**src/rtl/pool_sequencer_pkg.sv**
```systemverilog
`default_nettype none
// ============================================================================
//  Module      : pool_sequencer_pkg
//  Description : Shared pooling definitions: sequencer state encoding and
//                the pooling window size.
//  Revision    : 1.0 - initial release
// ============================================================================
package pool_sequencer_pkg;

    // Side length of the square pooling window (2x2, stride 2)
    localparam int POOL_WIN = 2;

    // Sequencer states: even rows store raw elements, odd rows fold into them
    typedef enum logic [1:0] {
        ST_IDLE     = 2'd0,
        ST_ROW_EVEN = 2'd1,
        ST_ROW_ODD  = 2'd2,
        ST_FINISH   = 2'd3
    } pool_state_t;

endpackage : pool_sequencer_pkg
`default_nettype wire

```
**src/rtl/pool_sequencer.sv**
```systemverilog
`default_nettype none
// ============================================================================
//  Module      : pool_sequencer
//  Description : Control sequencer for 2x2 / stride-2 pooling over a
//                register file fed by a systolic array. Generates reg-file
//                addresses, write enables, input mux select and window /
//                pass completion strobes.
//  Options     : POOL_SEQ_ABORT_EN - adds an 'abort' input that returns the
//                sequencer to IDLE mid-pass without a pool_finish pulse.
//  Revision    : 1.0 - initial release
// ============================================================================
module pool_sequencer
    import pool_sequencer_pkg::*;
#(
    parameter int ADDR_W = 4,
    parameter int LEN_W  = ADDR_W + 1,
    parameter int ROWS_W = 8
) (
    input  logic              clk,
    input  logic              nrst,
    input  logic              start,
    input  logic [LEN_W-1:0]  cfg_len,
    input  logic [ROWS_W-1:0] cfg_rows,
`ifdef POOL_SEQ_ABORT_EN
    input  logic              abort,
`endif
    input  logic              in_valid,
    output logic [ADDR_W-1:0] adrs_in1,
    output logic [ADDR_W-1:0] adrs_in2,
    output logic [ADDR_W-1:0] adrs_out,
    output logic              wr_ctrl1,
    output logic              wr_ctrl2,
    output logic              mux_en,
    output logic              pool_done,
    output logic              pool_finish,
    output logic              busy
);

    localparam logic [LEN_W-1:0]  LEN_MIN  = LEN_W'(POOL_WIN);
    localparam logic [ROWS_W-1:0] ROWS_MIN = ROWS_W'(POOL_WIN);

    pool_state_t        state;
    pool_state_t        state_nxt;
    logic [LEN_W-1:0]   len;
    logic [ROWS_W-1:0]  rows;
    logic [LEN_W-1:0]   e;
    logic [ROWS_W-1:0]  r;
    logic [ADDR_W-1:0]  adr;
    logic [LEN_W-1:0]   len_even;
    logic [ROWS_W-1:0]  rows_even;
    logic [LEN_W-1:0]   len_sel;
    logic [ROWS_W-1:0]  rows_sel;
    logic               e_last;
    logic               row_last;

    // Round configuration down to whole windows, with at least one window
    always_comb begin
        len_even  = cfg_len & ~LEN_W'(1);
        rows_even = cfg_rows & ~ROWS_W'(1);
        len_sel   = (len_even < LEN_MIN) ? LEN_MIN : len_even;
        rows_sel  = (rows_even < ROWS_MIN) ? ROWS_MIN : rows_even;
        e_last    = (e == len - LEN_W'(1));
        row_last  = (r == rows - ROWS_MIN);
    end

    // State register
    always_ff @(posedge clk or negedge nrst) begin
        if (!nrst) begin
            state <= ST_IDLE;
        end else begin
            state <= state_nxt;
        end
    end

    // Next-state and Mealy outputs; strobes only fire alongside valid data
    always_comb begin
        state_nxt   = state;
        adr         = '0;
        wr_ctrl1    = 1'b0;
        wr_ctrl2    = 1'b0;
        mux_en      = 1'b0;
        pool_done   = 1'b0;
        pool_finish = 1'b0;
        busy        = 1'b1;
        case (state)
            ST_IDLE: begin
                busy = 1'b0;
                if (start) begin
                    state_nxt = ST_ROW_EVEN;
                end
            end
            ST_ROW_EVEN: begin
                adr = ADDR_W'(e >> 1);
                if (in_valid) begin
                    mux_en   = 1'b1;
                    wr_ctrl1 = ~e[0];
                    wr_ctrl2 = e[0];
                    if (e_last) begin
                        state_nxt = ST_ROW_ODD;
                    end
                end
            end
            ST_ROW_ODD: begin
                adr = ADDR_W'(e >> 1);
                if (in_valid) begin
                    mux_en    = 1'b1;
                    wr_ctrl2  = 1'b1;
                    pool_done = e[0];
                    if (e_last) begin
                        state_nxt = row_last ? ST_FINISH : ST_ROW_EVEN;
                    end
                end
            end
            ST_FINISH: begin
                pool_finish = 1'b1;
                state_nxt   = ST_IDLE;
            end
            default: begin
                busy      = 1'b0;
                state_nxt = ST_IDLE;
            end
        endcase
`ifdef POOL_SEQ_ABORT_EN
        if (abort && (state != ST_IDLE)) begin
            state_nxt = ST_IDLE;
        end
`endif
    end

    // Element / row counters and pass configuration latched at start
    always_ff @(posedge clk or negedge nrst) begin
        if (!nrst) begin
            len  <= LEN_MIN;
            rows <= ROWS_MIN;
            e    <= '0;
            r    <= '0;
        end else
`ifdef POOL_SEQ_ABORT_EN
        if (abort && (state != ST_IDLE)) begin
            e <= '0;
            r <= '0;
        end else
`endif
        begin
            case (state)
                ST_IDLE: begin
                    if (start) begin
                        len  <= len_sel;
                        rows <= rows_sel;
                        e    <= '0;
                        r    <= '0;
                    end
                end
                ST_ROW_EVEN: begin
                    if (in_valid) begin
                        e <= e_last ? '0 : e + LEN_W'(1);
                    end
                end
                ST_ROW_ODD: begin
                    if (in_valid) begin
                        if (e_last) begin
                            e <= '0;
                            r <= r + ROWS_MIN;
                        end else begin
                            e <= e + LEN_W'(1);
                        end
                    end
                end
                default: begin
                end
            endcase
        end
    end

    // One address drives both write ports and the read port
    assign adrs_in1 = adr;
    assign adrs_in2 = adr;
    assign adrs_out = adr;

endmodule : pool_sequencer
`default_nettype wire

```
**config.mk**
```make
export PLATFORM = sky130hd
export DESIGN_NAME = pool_sequencer
export DESIGN_NICKNAME = d
export VERILOG_FILES = /design/src/rtl/pool_sequencer_pkg.sv /design/src/rtl/pool_sequencer.sv
export SDC_FILE = /design/constraint.sdc
export NUM_CORES = 1
export LEC_CHECK = 0
export CAP_MARGIN = 5
export CORE_MARGIN = 2
export CORE_UTILIZATION = 40
export DETAILED_ROUTE_END_ITERATION = 6
export SETUP_SLACK_MARGIN = 0.1
export SLEW_MARGIN = 20
export SYNTH_ARGS = -nofsm -noshare
export SYNTH_HDL_FRONTEND = slang
export SYNTH_SLANG_ARGS = --single-unit
```
**constraint.sdc**
```tcl
create_clock -name clk -period 2.5 [get_ports clk]
set_input_delay 0.25 -clock clk [delete_from_list [all_inputs] [get_ports clk]]
set_output_delay 0.25 -clock clk [all_outputs]
set_load 0.02 [all_outputs]
```
; Word level (Yosys, flattened, before mapping)
; Index checks and enable logic that the tools add are counted.
[totals]
reg_bits = 28
in_bits = 17
out_inout_bits = 18
word_cells = 58
[op_classes]
n_addsub = 4
order_cmp = 2
n_eq_ne = 11
n_mux = 27
bitwise_logic = 1
reduce_logical = 8
[op_table]
columns = cell, count
row1 = 8-bit two-way mux, 4
row2 = 5-bit two-way mux, 4
row3 = 8-bit case mux with 2 select lines, 1
row4 = 2-bit two-way mux, 6
row5 = 2-bit inequality test (second input constant), 5
row6 = 5-bit case mux with 2 select lines, 1
row7 = 8-bit by 2-bit adder with 8-bit output (second input constant), 1
row8 = 8-bit == test, 1
row9 = 8-bit by 2-bit less-than comparator with 1-bit output (second input constant), 1
row10 = 1-bit two-way mux, 8
row11 = 2-bit case mux with 4 select lines, 1
row12 = 8-bit by 2-bit subtractor with 8-bit output (second input constant), 1
row13 = 5-bit by 1-bit adder with 5-bit output (second input constant), 1
row14 = 5-bit == test, 1
row15 = 5-bit by 2-bit less-than comparator with 1-bit output (second input constant), 1
row16 = 5-bit AND reduction, 1
row17 = 5-bit by 1-bit subtractor with 5-bit output (second input constant), 1
row18 = 2-bit == test (second input constant), 2
row19 = 4-bit two-way mux, 1
row20 = 4-bit AND reduction, 1
row21 = 2-bit nonzero test, 2
row22 = 3-bit AND reduction, 1
row23 = 2-bit by 1-bit == test with 1-bit output (second input constant), 1
row24 = 2-bit zero test, 1
row25 = 5 further kinds, 5

; Longest topological paths before layout
; Gate-level depths: netlist (run 1).
[logic_depth]
word_depth = 6
mapped_depth = 8
ltp_nobuf = 8

; Worst setup path after synthesis (run 1)
; OpenSTA, ideal clock, no wires.
[synth_path]
path_kind = flip-flop to flip-flop
startpoint = reg len[1]
endpoint = reg e[3]
setup_ps = 124
t_arrival_ps = 1821
required_time_ps = 2376
setup_slack_ps = 554
path_stages_with_launch = 8
path_buffers = 0
synth_period_minus_slack_ps = 1946
cell_sequence = dfstp_2 inv_1 ha_1 xor2_1 nand3_1 o31ai_1 nor3_1 a211o_2
[synth_via]
elab_chain_cells = 5
[synth_lines]
columns = item, line_no
row1 = "start, declared", pool_sequencer.sv:44  ; logic [LEN_W-1:0] len;
row2 = "start signal, assigned", pool_sequencer.sv:148  ; len <= len_sel;
row3 = 5-bit by 1-bit subtractor with 5-bit output, pool_sequencer.sv:62  ; e_last = (e == len - LEN_W'(1));
row4 = 5-bit == test, pool_sequencer.sv:62
row5 = 5-bit two-way mux, "pool_sequencer.sv:156, pool_sequencer.sv:161"
row6 = 5-bit two-way mux, pool_sequencer.sv:155  ; if (in_valid) begin
row7 = 5-bit case mux with 2 select lines, pool_sequencer.sv:145  ; case (state)
row8 = "end signal, assigned", pool_sequencer.sv:156  ; e <= e_last ? '0 : e + LEN_W'(1);
row9 = "end signal, assigned", pool_sequencer.sv:165  ; e <= e + LEN_W'(1);
row10 = "end, declared", pool_sequencer.sv:46  ; logic [LEN_W-1:0] e;
; No other way between the ends. The select of a mux whose other input is x is not followed.
; A chain may end at the register's enable or synchronous reset.

; Worst setup path in the final report (run 1)
[layout_path]
startpoint = reg state[0]
endpoint = out mux_en
[layout_via]
elab_chain_cells = 3
word_cells_on_any_way = 4
classes_between = eq/ne: 2 / mux: 1 / reduce/logical: 1
[layout_lines]
columns = item, line_no
row1 = "start, declared", pool_sequencer.sv:42  ; pool_state_t state;
row2 = "start signal, assigned", pool_sequencer.sv:71  ; state <= state_nxt;
row3 = 2-bit == test / 2-bit by 1-bit == test with 1-bit output (equally long branches), pool_sequencer.sv:85  ; case (state)
row4 = 2-bit OR reduction (no line) *, --
row5 = 1-bit two-way mux *, --
row6 = "end, declared", pool_sequencer.sv:33  ; output logic mux_en,
; Every way passes the cells marked *; elsewhere a longest branch is shown, timed or not.

==> metrics.txt, run 1 <==
status completed; Cell variety after synth 44; Min-Delay Path Class in2async; ys async rst share 100%; Initial Util 41.0%; Cell Area, Synth 1760 µm²; Nets about 240; worst-case clock skew between 0.005 and 0.006 ns; pin count of the biggest net entering global routing 17; die area 4940 µm²; R2R setup slack 0.36 ns; initial detailed-routing violation count 33; placed instance count 258; number of global-route vias before repair ~1400; H-tree depth 1; Final min period 2.27 ns; PnR Total Power 2.29 mW; crit path DAT around 2 ns; PortBufs 32; Die X 70.3 µm; placed cell areas 2070 µm²; wire per inst 14.0 µm; clock-pin slew on the worst setup and hold paths ~0.090 ns; largest family of logic cells by synthesized area simple AND/OR/NAND/NOR gates; P_leak around 0.90 nW; Num CTS Buffers 3; Final Util 49.2%; crit-path cells inv_1 > ha_1 > nand2_1 > inv_1 > clkdlybuf4s50_1; I/O Pins 35; post-synthesis compound-gate area fraction between 10% and 20%; Max-slew headroom 49.6%; Synth Area in XOR/XNOR 10.9%; Adder-Cell Fraction of Synth Area 5.69%; drt total wl 3680 µm; DRC viols 0; Seq/Total Area, Yosys 35.7%; max-cap viol count 0; Critical Path RT 2.25 ns; met2 track demand over resource 26.5%; Root Driver clkbuf_8; Max Freq 441 MHz; worst slew pin tran 0.754 ns; Slew Limit Fails 0; post-route insts no fill 262; setup tns final 0 ns; Peak VDD IR about 0.47 mV; met1 usage 21.3%; crit start category flop; Setup Viol. Count Final 0; Most Used Layer, Global Route met2; DR pass1 iterations 4; WP buf/inv 3; EDFF count, synth 0; RSZ-0062 raised after global routing no; HPWL after detailed placement between 2000 and 3000 µm; reg2reg path depth 7; mean area per synthesized cell 9.56 µm²; CTS max path bufs 2; instance count on the critical path 5; reg2reg start len[1]$_DFFE_PN1P_; GRT overflow 0; Post-Synth Simple-Gate Area about 21%; post-CTS setup buffer count 0; design area 2110 µm²; reg2reg end e[3]$_DFFE_PN0P_; met3 usage 2.45%; Synth Flop Type dfrtp_1; clk sinks 25; worst-path fanout max 7; initial antenna violation count 0; post-synthesis sequential element count 25; core area 4290 µm²; Slowest-stage cell, CP clkdlybuf4s50_1; kind of critical path reg2out; final hold vios 0; post-route ant nets 0; Top delay family on crit path buffers and inverters; CTS tree built; n_diodes 0; share of layout cells above drive strength 1 14.8%; first-pass GRT wire length 6340 µm; # rows 24; Die H between 70 and 80 µm; filler instances 425; vias 1363; Syn Inst Count 184; crit share post-route 90.6%; Worst-Skew Late Latency between 0.2 and 0.3 ns; Placer Congestion 0.818; PwrDens between 1000 and 1500 nW/µm²; Critical Path Sink Type primary output; total global-route track usage 15.9%; worst stage delay on the critical path 0.59 ns; YS warnings 0; mux cell area share after synthesis 6.40%; most frequent CP cell inv_1; Vias/cell 5.20; synthesized net count 209; area delta synth->final 20.1%
==> cells by family after synthesis <==
family | count (synthesis)
XOR/XNOR | 20
multiplexers | 10
buffers and inverters | 20
flip-flops | 25
AO/OA/AOI/OAI | 34
adder cells (fa/ha/maj) | 8
AND/OR/NAND/NOR | 67
==> worst reg2reg max path, cell delays in order (launching register included) <==
cell	delay [ns]
dfstp_2	0.56
inv_1	0.06
ha_1	0.31
xor2_1	0.18
nand3_1	0.12
o31ai_1	0.42
nor3_1	0.09
a211o_2	0.31
==> flip-flops by register name, indices dropped and copies added, names as in the netlist <==
signal and flops:
len 4, state 2, rows 7, e 5
r 7
==> final cells by class <==
class	count	area, µm²	area share [%]
inverter	8	30.0	1.42
multi-input combinational	139	1010	47.7
clock buffer	4	45.0	2.13
timing repair buffer	34	338	16.0
tap	52	65.1	3.08
sequential	25	628	29.7
==> synth_stat cells, types with 2 or more instances <==
| cell | count | area, µm² |
|---|---|---|
| dfrtp_1 | 23 | 576 |
| nor2_1 | 15 | 56.3 |
| nand2_1 | 14 | 52.6 |
| mux2_2 | 10 | 113 |
| xor2_1 | 10 | 87.6 |
| a21oi_1 | 9 | 45.0 |
| nor3_1 | 9 | 45.0 |
| xnor2_1 | 9 | 78.8 |
| buf_4 | 8 | 60.1 |
| ha_1 | 8 | 100 |
| inv_1 | 8 | 30.0 |
| o21ai_0 | 7 | 35.0 |
| a211oi_2 | 4 | 50.1 |
| nand3_1 | 4 | 20.0 |
| nand4_1 | 4 | 25.0 |
| a22o_1 | 3 | 26.3 |
| a31oi_1 | 3 | 18.8 |
| and2_1 | 3 | 18.8 |
| nand2b_1 | 3 | 18.8 |
| nand3b_1 | 3 | 22.5 |
| and2_2 | 2 | 15.0 |
| dfstp_2 | 2 | 52.6 |
| o31ai_1 | 2 | 15.0 |
==> through the flow <==
| stage | hold slack [ns] | setup slack (ns) |
|---|---|---|
| global placement | 0.497 | 0.419 |
| finish | 0.426 | 0.234 |
| global route | 0.476 | 0.101 |
| CTS | 0.453 | 0.114 |
| detailed placement | 0.509 | 0.367 |
| floorplan | -0.0456 | 0.554 |
==> power by group <==
group          internal (mW)  switching, mW
registers              0.555          0.181
clock network          0.114          0.126
logic                  0.599          0.718
total                   1.27           1.02
==> timing repair <==
action / CTS / global route
resized for setup: 0 / 1
hold buffers: 0 / 0
setup endpoints to repair: 0 / 1
hold endpoints to repair: 0 / 0
==> layer usage <==
metal	up-vias	part of all wire, %
li1	694	-
met1	631	46
met2	34	49
met3	4	4.2
met4	0	1.1
met5	-	0
==> placed cells by master, fill, tap and decap left out, drive strengths merged, types with 9 or more instances in the layout <==
cell type      synthesis  layout
nor2                  15      15
mux2                  10      10
xnor2                  9       9
nor3                   9       9
a21oi                  9       9
nand2                 14      14
dfrtp                 23      23
xor2                  10      10
clkdlybuf4s50          0      31
==> worst max path at each step <==
stage	startpoint	to	slack (ns)
after floorplan	len[1]$_DFFE_PN1P_	e[3]$_DFFE_PN0P_	0.55
after global placement	len[1]$_DFFE_PN1P_	e[3]$_DFFE_PN0P_	0.42
after detailed placement	len[1]$_DFFE_PN1P_	e[3]$_DFFE_PN0P_	0.37
after CTS	state[0]$_DFFE_PN0P_	wr_ctrl2	0.11
after global routing	state[1]$_DFFE_PN0P_	mux_en	0.10
final	state[0]$_DFFE_PN0P_	mux_en	0.23
No activity file was read; power rests on OpenSTA's default activity.
==> inputs of run 2 (changes only) <==
CAP_MARGIN = unset   (was 5)
==> results of run 2 <==
No change in the layout: final DEF, timing and power equal those of run 1.
==> inputs of run 3 (changes only) <==
CORE_UTILIZATION = 45   (was 40)
PLACE_DENSITY = 0.71   (was unset)
==> metrics.txt, run 3 (synthesized netlist as in run 1, its figures left out) <==
register area 628 µm² (unchanged); post-CTS setup buffer count 0 (unchanged); commonest non-fill, non-tap cell in the layout clkdlybuf4s50_1; RSZ-0062 raised after global routing no; DR pass1 iterations 4 (unchanged); die area 4430 µm² (-10%); Post-CTS Hold Buffers 0 (unchanged); initial detailed-routing violation count 73 (+120%); Placer Congestion 0.792 (-3.2%); Vias/cell 5.39 (+3.6%); share of layout cells above drive strength 1 15.2% (+0.48 points); crit path DAT 2.02 ns (about the same); placed instance count 254 (-1.6%); max-cap viol count 0 (unchanged); I/O Pins 35 (unchanged); Slew Limit Fails 0 (unchanged); core area 3720 µm² (-13%); crit share post-route 90.9% (+0.25 points); Root Driver clkbuf_8; status completed; CTS max path bufs 2 (unchanged); crit-path cells inv_1 > ha_1 > nand2_1 > inv_1 > clkdlybuf4s50_1; worst slew pin tran 0.660 ns (-0.0944 ns); GRT overflow 0 (unchanged); WP buf/inv 3 (unchanged); worst-path fanout max 7 (unchanged); biggest regs r: 7 flops, rows: 7 flops, e: 5 flops; commonest cells after routing, fill and taps aside 31 x clkdlybuf4s50_1, 23 x dfrtp_1, 15 x nor2_1; Nets 236 (unchanged); Slowest-stage cell, CP clkdlybuf4s50_1; n_diodes 0 (unchanged); H-tree depth 1 (unchanged); clock-pin slew on the worst setup and hold paths 0.09 ns (about the same); Max Freq 440 MHz (-0.28%); wire per inst 13.9 µm (-0.85%); initial antenna violation count 0 (unchanged); Num CTS Buffers 3 (unchanged); crit start category flop; first-pass GRT wire length 6150 µm (-2.9%); number of global-route vias before repair 1336 (-1.5%); area taken by multi-input logic gates 1010 µm² (unchanged); Top delay family on crit path buffers and inverters; Critical Path RT 2.25 ns (about the same); drt total wl 3590 µm (-2.4%); Most Used Layer, Global Route met2; placed cell areas 2060 µm² (-0.24%); Final min period 2.27 ns (+0.00632 ns); post-CTS sizing 0 (unchanged); Die H 66.5 µm (-5.4%); Worst-Skew Late Latency 0.27 ns (about the same); total global-route track usage 18.4% (+2.5 points); Setup Viol. Count Final 0 (unchanged); Peak VDD IR 0.452 mV (-4.2%); worst-case clock skew 0.00163 ns (-0.00367 ns); design area 2110 µm² (-0.18%); Critical Path Sink Type primary output; setup tns final 0 ns (unchanged); met2 track demand over resource 32.1% (+5.6 points); vias 1390 (+2.0%); pin count of the biggest net entering global routing 26 (+9); final hold vios 0 (unchanged); DRC viols 0 (unchanged); Max-slew headroom 55.7% (+6.2 points); Die X 66.5 µm (-5.4%); most frequent CP cell inv_1; area delta synth->final 19.9%; post-route ant nets 0 (unchanged); Final Util 56.8% (+7.6 points); HPWL after detailed placement 2770 µm (-2.5%); kind of critical path reg2out; CTS tree built; Min-Delay Path Class in2async; clk sinks 25 (unchanged); PwrDens 1090 nW/µm² (about the same); # rows 22 (-8.3%); post-route insts no fill 258 (-1.5%); P_leak 0.905 nW (+0.30%); worst stage delay on the critical path 0.61 ns (+0.02 ns); met1 usage 21.9% (+0.59 points); PnR Total Power 2.29 mW (-0.16%); met3 usage 4.73% (+2.3 points); PortBufs 32 (unchanged); filler instances 340 (-20%); Initial Util 47.3% (+6.4 points)
run 3: changes by cell type in the layout (fill, tap and decap cells not counted), sizes merged:
cell,before,now
clkbuf,4,3
clkinv,0,1
run 3: stage by stage:
| step | setup slack, ns | hold slack (ns) |
|---|---|---|
| after detailed placement | 0.340 | 0.509 |
| after global placement | 0.426 | 0.498 |
| after CTS | 0.158 | 0.348 |
| final | 0.228 | 0.340 |
| after floorplan | 0.554 | -0.0456 |
| after global routing | 0.0974 | 0.347 |
run 3: per-layer routing:
layer  part of all wire, %  vias to the layer above
met4                   1.4                        0
li1                      -                      694
met1                    45                      672
met3                   2.6                        5
met2                    51                       19
met5                     0                        -
run 3: final timing paths:
check | start | cells past startpoint | to | slack (ns)
worst max-delay path | state[1]$_DFFE_PN0P_ | 5 | mux_en | 0.23
worst min-delay path | nrst | 2 | r[6]$_DFFE_PN0P_ | 0.34
worst max register to register | len[1]$_DFFE_PN1P_ | 7 | e[3]$_DFFE_PN0P_ | 0.34
worst min register to register | len[1]$_DFFE_PN1P_ | 2 | len[1]$_DFFE_PN1P_ | 0.52
max in group asynchronous | nrst | 2 | len[1]$_DFFE_PN1P_ | 1.86
min in group clk | len[1]$_DFFE_PN1P_ | 2 | len[1]$_DFFE_PN1P_ | 0.52
run 3: report_power, final:
group	internal, mW	leakage, nW	switching (mW)
registers	0.556	0.315	0.179
logic	0.597	0.565	0.715
clock network	0.112	0.0255	0.132
run 3: final cells by class:
class	count	share of cell area, %
sequential	25	29.8
clock buffer	3	1.96
inverter	8	1.42
multi-input combinational	139	47.7
clock inverter	1	0.237
timing repair buffer	34	16.0
tap	48	2.85
